## src/rtl/inst_queue.sv

```systemverilog
// rtl/inst_queue.sv - fetch-to-decode instruction queue with enqueue-time format classification
module inst_queue #(
    parameter int DEPTH = 4
) (
    input  logic                     clk,
    input  logic                     rst_n,
    input  logic                     flush,
    input  logic                     in_valid,
    output logic                     in_ready,
    input  logic [31:0]              in_pc,
    input  logic [31:0]              in_inst,
    output logic                     out_valid,
    input  logic                     out_ready,
    output logic [31:0]              out_pc,
    output logic [31:0]              out_inst,
    output logic [2:0]               out_imm_sel,
    output logic                     out_jump,
    output logic                     out_illegal,
    output logic [$clog2(DEPTH):0]   count
);

    localparam int PW = $clog2(DEPTH);
    localparam int CW = PW + 1;
    localparam logic [CW-1:0] FULL    = CW'(DEPTH);
    localparam logic [CW-1:0] CNT_ONE = CW'(1);
    localparam logic [PW-1:0] PTR_ONE = PW'(1);
    localparam logic [31:0]   NOP     = 32'h0000_0013;

    logic [PW-1:0] wr_ptr;
    logic [PW-1:0] rd_ptr;

    // Entry storage; contents are don't-care after reset, so no reset here.
    logic [31:0] pc_mem      [DEPTH];
    logic [31:0] inst_mem    [DEPTH];
    logic [2:0]  sel_mem     [DEPTH];
    logic        jump_mem    [DEPTH];
    logic        illegal_mem [DEPTH];

    logic       enq;
    logic       deq;
    logic [2:0] cls_sel;
    logic       cls_jump;
    logic       cls_illegal;

    // Handshakes depend only on registered occupancy and flush.
    assign in_ready  = (count != FULL) && !flush;
    assign out_valid = (count != '0);
    assign enq       = in_valid && in_ready;
    assign deq       = out_valid && out_ready && !flush;

    // Opcode pre-classification so decode need not re-decode the format.
    always_comb begin
        cls_sel     = 3'd0;
        cls_jump    = 1'b0;
        cls_illegal = 1'b0;
        case (in_inst[6:0])
            7'b0110011: cls_sel = 3'd0;
            7'b0010011,
            7'b0000011: cls_sel = 3'd1;
            7'b1100111: begin
                cls_sel  = 3'd1;
                cls_jump = 1'b1;
            end
            7'b0100011: cls_sel = 3'd2;
            7'b1100011: cls_sel = 3'd3;
            7'b0110111,
            7'b0010111: cls_sel = 3'd4;
            7'b1101111: begin
                cls_sel  = 3'd5;
                cls_jump = 1'b1;
            end
            7'b1110011: cls_sel = 3'd6;
            default:    cls_illegal = 1'b1;
        endcase
    end

    // Write the accepted instruction and its classification at the tail.
    always_ff @(posedge clk) begin
        if (enq) begin
            pc_mem[wr_ptr]      <= in_pc;
            inst_mem[wr_ptr]    <= in_inst;
            sel_mem[wr_ptr]     <= cls_sel;
            jump_mem[wr_ptr]    <= cls_jump;
            illegal_mem[wr_ptr] <= cls_illegal;
        end
    end

    // Pointer and occupancy bookkeeping; flush clears everything, reset dominates.
    always_ff @(posedge clk or negedge rst_n) begin
        if (!rst_n) begin
            wr_ptr <= '0;
            rd_ptr <= '0;
            count  <= '0;
        end else if (flush) begin
            wr_ptr <= '0;
            rd_ptr <= '0;
            count  <= '0;
        end else begin
            if (enq) begin
                wr_ptr <= wr_ptr + PTR_ONE;
            end
            if (deq) begin
                rd_ptr <= rd_ptr + PTR_ONE;
            end
            if (enq && !deq) begin
                count <= count + CNT_ONE;
            end else if (deq && !enq) begin
                count <= count - CNT_ONE;
            end
        end
    end

    // Head presentation: storage at rd_ptr, or fixed NOP values when empty.
    always_comb begin
        out_pc      = 32'h0;
        out_inst    = NOP;
        out_imm_sel = 3'd0;
        out_jump    = 1'b0;
        out_illegal = 1'b0;
        if (out_valid) begin
            out_pc      = pc_mem[rd_ptr];
            out_inst    = inst_mem[rd_ptr];
            out_imm_sel = sel_mem[rd_ptr];
            out_jump    = jump_mem[rd_ptr];
            out_illegal = illegal_mem[rd_ptr];
        end
    end

endmodule

```

## config.mk

```make
export PLATFORM = sky130hd
export DESIGN_NAME = inst_queue
export DESIGN_NICKNAME = d
export VERILOG_FILES = /design/src/rtl/inst_queue.sv
export SDC_FILE = /design/constraint.sdc
export NUM_CORES = 1
export LEC_CHECK = 0
export ABC_AREA = 1
export BUFFER_PORTS_ARGS = -buffer_cell sky130_fd_sc_hd__buf_2
export CAP_MARGIN = 0
export CORE_UTILIZATION = 40
export CTS_CLUSTER_DIAMETER = 30
export CTS_CLUSTER_SIZE = 20
export DETAILED_ROUTE_END_ITERATION = 8
export GPL_ROUTABILITY_DRIVEN = 0
export SYNTH_ARGS = -nofsm -noshare
export SYNTH_HDL_FRONTEND = slang
export SYNTH_SLANG_ARGS = --single-unit
```

## constraint.sdc

```tcl
create_clock -name clk -period 4.74 [get_ports clk]
set_input_delay 0.711 -clock clk [delete_from_list [all_inputs] [get_ports clk]]
set_output_delay 0.711 -clock clk [all_outputs]
set_load 0.03 [all_outputs]
```

==> qor.csv, run 1 <==
metric,value,unit
status,finished clean,
IO Pins,143,
final setup margin,910,ps
"Slowest-stage cell, CP",dfrtp_4,
HPWL Detailed,13200,um
CTS Buf Count,56,
# DRC,0,
DRT Wirelength,25200,um
drt via density,4.92,
cell area after synthesis,11300,um^2
htree depth,2,
vias in the first global route,7164,
Final nets,1136,
Crit. End Element,output pin,
max-slew violations,0,
initial drt markers,590,
Tcrit/Tclk final,80.8,%
Fin. Hold Viols,0,
critical path class,reg2out,
Bufs and invs on worst path,2,
max_cap viols,0,
RSZ-0062 raised after global routing,false,
total global routing overflow,0,
Max clock buf depth,3,
die area,28900,um^2
Slew @ Worst Pin,1100,ps
Mapped Nets,974,
TritonCTS clock tree,built,
Top Family by Delay on Critical Path,buffers and inverters,
"commonest non-fill, non-tap cell in the layout",nor2_1,
Hold/Removal Path Class,in2reg,
root buf cell,clkbuf_16,
most frequent cells in the layout,"nor2_1 (281), edfxtp_1 (276), buf_2 (142)",
vias post-DR,7322,
row cnt,61,
clk_skew,9.40,ps
routed len/inst,17.0,um
post-CTS resize count,0,
clock sinks,283,
FMAX,261,MHz
Core Box Area,27800,um^2
CP Launch Type,flip-flop,
CP Max Fanout,85,
post-synthesis register bit count,283,
Lkg Pwr,5.20,nW
Area Growth Syn to Fin,25.9,%
Sum Neg Setup Slack,0,ps
All-Layer GR Usage,17.5,%
Die X,170,um
synth unique cells,28,
crit-path most repeated cell,nor2_1,
Worst EP required,4030,ps
Initial Util,40.6,%
DRT antenna net count,0,
DR pass1 iterations,5,
cell count after synthesis,900,
IO buf count,142,
register area share after synthesis,75.0,%
hold_buf cts,1,
Power Density,638,nW/um^2
Finish-stage setup viols,0,
layout cells sized above 1,23.8,%
critical path arrival,3120,ps
pin count of the biggest net entering global routing,86,
Worst path max stage delay,820,ps
Syn Area/Cell,12.5,um^2
critical path cell sequence,buf_4 -> nor2_1 -> nor2_1 -> o21ai_0 -> a21oi_1 -> buf_2,
first-pass GRT wire length,38800,um
Peak VDD IR,0.458,mV
Final min period,3830,ps
post-CTS setup buffer count,0,
clk_lat worst skew,540,ps
Synth warnings,0,
Setup WS pre-CTS,1440,ps
clock-pin slew on the worst setup and hold paths,50,ps
Rel. slew slack,26.8,%
Die Span Y,170,um
initial antenna violation count,3,
-- through the flow --
| step | cell area [um^2] | instances | utilization, % | hold WS, ps | power (mW) |
|---|---|---|---|---|---|
| CTS | 14200 | 1486 | 51.1 | 365 | 9.17 |
| global route | 14200 | 1486 | 51.1 | 368 | 9.46 |
| detailed placement | 12300 | 1381 | 44.3 | 549 | 5.34 |
| global placement | 12300 | 1381 | 44.3 | 541 | 5.32 |
| finish | 14200 | 1487 | 51.1 | 384 | 9.06 |
| floorplan | 11300 | 900 | - | 415 | 4.68 |
-- logic make-up after synthesis --
logic type,share of synthesized area [%]
flip-flops,75.0
XOR/XNOR,0.0776
buffers and inverters,3.50
AND/OR/NAND/NOR,11.1
adder cells (fa/ha/maj),0.621
AO/OA/AOI/OAI,9.69
-- routing by layer --
| layer | vias up | share of wire [%] | GRT usage (%) |
|---|---|---|---|
| li1 | 3525 | - | - |
| met1 | 3516 | 43 | 22.1 |
| met2 | 227 | 49 | 29.8 |
| met3 | 50 | 6.1 | 4.07 |
| met4 | 4 | 1.8 | 5.72 |
| met5 | - | 0.11 | 0 |
-- final cells by class --
type	count	area (um^2)
fill	2450	13600
sequential	283	8470
multi-input combinational	543	2460
clock buffer	59	1430
timing repair buffer	157	851
tap	378	473
clock inverter	45	437
inverter	21	81.3
antenna	1	2.50
-- worst paths after layout --
path / from / endpoint / slack [ps] / cells after the start
max in group asynchronous: rst_n / rd_ptr[0] / 4010 / 2
min in group asynchronous: rst_n / rd_ptr[0] / 550 / 2
setup / recovery: rd_ptr[0] / out_imm_sel[0] / 910 / 6
hold / removal: in_pc[2] / pc_mem[1][2] / 380 / 1
setup reg to reg: rd_ptr[0] / rd_ptr[1] / 2350 / 4
hold reg to reg: count[0] / count[0] / 550 / 1
-- Yosys cell counts (all sizes together) --
cell / instances / area (um^2)
inv: 21 / 78.8
nand3: 4 / 25.0
o311ai: 4 / 35.0
buf: 29 / 215
clkbuf: 24 / 101
nand4: 2 / 12.5
a21oi: 68 / 340
edfxtp: 276 / 8290
dfrtp: 7 / 175
o21bai: 1 / 7.51
nand2: 26 / 118
fa: 1 / 20.0
ha: 4 / 50.1
xnor2: 1 / 8.76
nor3: 2 / 10.0
nor2: 287 / 1080
o21ai: 142 / 711
nor3b: 1 / 7.51
-- flip-flops by register name (all words and copies together), names as in the netlist --
signal,flops
count,3
pc_mem,128
wr_ptr,2
illegal_mem,4
rd_ptr,2
inst_mem,128
jump_mem,4
sel_mem,12
-- power by group --
part | leakage [nW] | switching, mW | total, mW | internal, mW
logic | 1.73 | 1.68 | 2.26 | 0.578
registers | 2.58 | 0.0843 | 3.01 | 2.92
clock network | 0.888 | 1.24 | 3.80 | 2.56
Power figures use the tool's default switching activity.
==> run 2: changes to the inputs <==
clock period = 3.5 ns   (was 4.74 ns; I/O delays follow)
==> run 2 against run 1 <==
  * Sequential power is 34% higher
  * Flip-flop and latch count stayed put
  * Cell area up 1.0%
  * Register-to-register slack lost 920 ps
  * Via count grew 0.23%
  * First-iteration DRC count fell by 23%
  * Largest power group unchanged
  * Count of clock-buffer cells in the layout is 17 higher
  * Critical path depth did not move
  * Largest cell class unchanged
  * Non-clock buffer count up 4
==> qor.csv, run 2 (synthesis gave the netlist of run 1 again) <==
metric,value,unit,change
TritonCTS clock tree,built,,unchanged
total power,12.4,mW,was 9.06 mW
Slew @ Worst Pin,721,ps,was 1100 ps
Tcrit/Tclk final,83.9,%,
Hold Startpoint,in_inst[8],,was in_pc[2]
critical path class,reg2out,,unchanged
"Slowest-stage cell, CP",buf_4,,was dfrtp_4
Rel. slew slack,51.3,%,was 26.8%
htree depth,2,,unchanged
post-route cell area,14300,um^2,was 14200 um^2
worst hold path depth,1,,unchanged
CP Launch Type,flip-flop,,unchanged
Worst R2R Start,count[1],,was rd_ptr[0]
Final min period,2940,ps,
Max clock buf depth,3,,unchanged
FF-to-FF End,pc_mem[2][11],,was rd_ptr[1]
layout cells sized above 1,24.0,%,was 23.8%
Crit. End Element,output pin,,unchanged
critical path cell sequence,buf_4 -> nor2_1 -> nor2_1 -> o21ai_0 -> a21oi_1 -> buf_2,,unchanged
DR pass1 iterations,4,,was 5
first-pass GRT wire length,39100,um,was 38800 um
Final nets,1144,,was 1136
initial antenna violation count,2,,was 3
Area Growth Syn to Fin,27.1,%,was 25.9%
initial drt markers,453,,was 590
drt via density,4.90,,was 4.92
Worst EP required,2970,ps,was 4030 ps
routed len/inst,17.0,um,about the same
IO buf count,142,,unchanged
root buf cell,clkbuf_16,,unchanged
pin count of the biggest net entering global routing,77,,was 86
clk_skew,19.0,ps,was 9.40 ps
# DRC,0,,unchanged
Lkg Pwr,5.28,nW,was 5.20 nW
Worst path max stage delay,560,ps,was 820 ps
Hold/Removal Path Class,in2reg,,unchanged
row cnt,61,,unchanged
status,finished clean,,unchanged
Die X,170,um,unchanged
CTS Buf Count,60,,was 56
Finish-stage setup viols,0,,unchanged
crit-path most repeated cell,nor2_1,,unchanged
Hold EP,inst_mem[0][8],,was pc_mem[1][2]
critical path arrival,2410,ps,was 3120 ps
RSZ-0062 raised after global routing,false,,unchanged
All-Layer GR Usage,17.7,%,was 17.5%
max_cap viols,0,,unchanged
clk_lat worst skew,550,ps,was 540 ps
vias in the first global route,7405,,was 7164
Core Box Area,27800,um^2,unchanged
Peak VDD IR,0.588,mV,was 0.458 mV
most frequent cells in the layout,"nor2_1 (281), edfxtp_1 (276), buf_2 (142)",,unchanged
Top Family by Delay on Critical Path,buffers and inverters,,unchanged
Post-DP Area,12400,um^2,was 12300 um^2
CP Max Fanout,63,,was 85
clock sinks,283,,unchanged
Bufs and invs on worst path,2,,unchanged
Power Density,867,nW/um^2,was 638 nW/um^2
die area,28900,um^2,unchanged
DRT antenna net count,0,,unchanged
total global routing overflow,0,,unchanged
WHS,181,ps,was 384 ps
largest registers,"inst_mem x128, pc_mem x128, sel_mem x12",,unchanged
DRT Wirelength,25400,um,was 25200 um
"commonest non-fill, non-tap cell in the layout",nor2_1,,unchanged
IO Pins,143,,unchanged
vias post-DR,7339,,was 7322
clock-pin slew on the worst setup and hold paths,40,ps,was 50 ps
Worst R2R Path Depth,5,,was 4
number of fill cells in the layout,2450,,unchanged
Initial Util,40.6,%,unchanged
max-slew violations,0,,unchanged
Fin. Hold Viols,0,,unchanged
Sum Neg Setup Slack,0,ps,unchanged
HPWL Detailed,13400,um,was 13200 um
FF-to-FF setup slack,1430,ps,was 2350 ps
FMAX,341,MHz,
Die Span Y,170,um,unchanged
==> run 2: worst max path at each step <==
stage / start / end / slack (ps) / depth (start not counted)
after floorplan: count[0] / illegal_mem[0] / -780 / 4
after global placement: flush / pc_mem[2][13] / 1160 / 5
after detailed placement: rd_ptr[0] / out_pc[3] / 1130 / 6
after CTS: rd_ptr[0] / out_pc[3] / 540 / 6
after global routing: rd_ptr[0] / out_pc[3] / 460 / 6
final: rd_ptr[0] / out_pc[3] / 560 / 6
==> run 2: cell type report <==
| class | instances | area [um^2] | area share, % |
|---|---|---|---|
| Antenna cell | 1 | 2.50 | 0.0174 |
| Clock buffer | 76 | 1610 | 11.2 |
| Sequential cell | 283 | 8470 | 59.0 |
| Timing Repair Buffer | 161 | 931 | 6.49 |
| Tap cell | 378 | 473 | 3.30 |
| Clock inverter | 34 | 319 | 2.22 |
| Multi-Input combinational cell | 543 | 2460 | 17.1 |
| Inverter | 21 | 81.3 | 0.567 |
==> run 2: stage by stage <==
stage / util (%) / worst slack, ps / std cells
after floorplan: - / -781 / 900
after global placement: 44.6 / 1160 / 1385
after detailed placement: 44.6 / 1130 / 1385
after CTS: 51.6 / 542 / 1496
after global routing: 51.6 / 458 / 1496
final: 51.6 / 564 / 1497
==> run 2: per-layer routing <==
metal  vias up  global-route usage, %  part of all wire, %
li1       3543                      -                    -
met1      3571                   20.3                   41
met2       180                   31.8                   52
met3        41                   4.84                  5.9
met4         4                   5.84                  1.7
met5         -                      0                0.087
==> run 2: power by group <==
| group | switching (mW) | total [mW] | internal [mW] |
|---|---|---|---|
| combinational | 2.33 | 3.15 | 0.820 |
| sequential | 0.0680 | 4.03 | 3.96 |
| clock | 1.68 | 5.26 | 3.58 |
| total | 4.08 | 12.4 | 8.36 |
==> run 2: timing repair <==
action | 4_1_cts | 5_1_grt
endpoints found under the hold margin | 7 | 0
gates resized for setup | 0 | 0
setup buffers | 0 | 0
hold buffers | 1 | 0
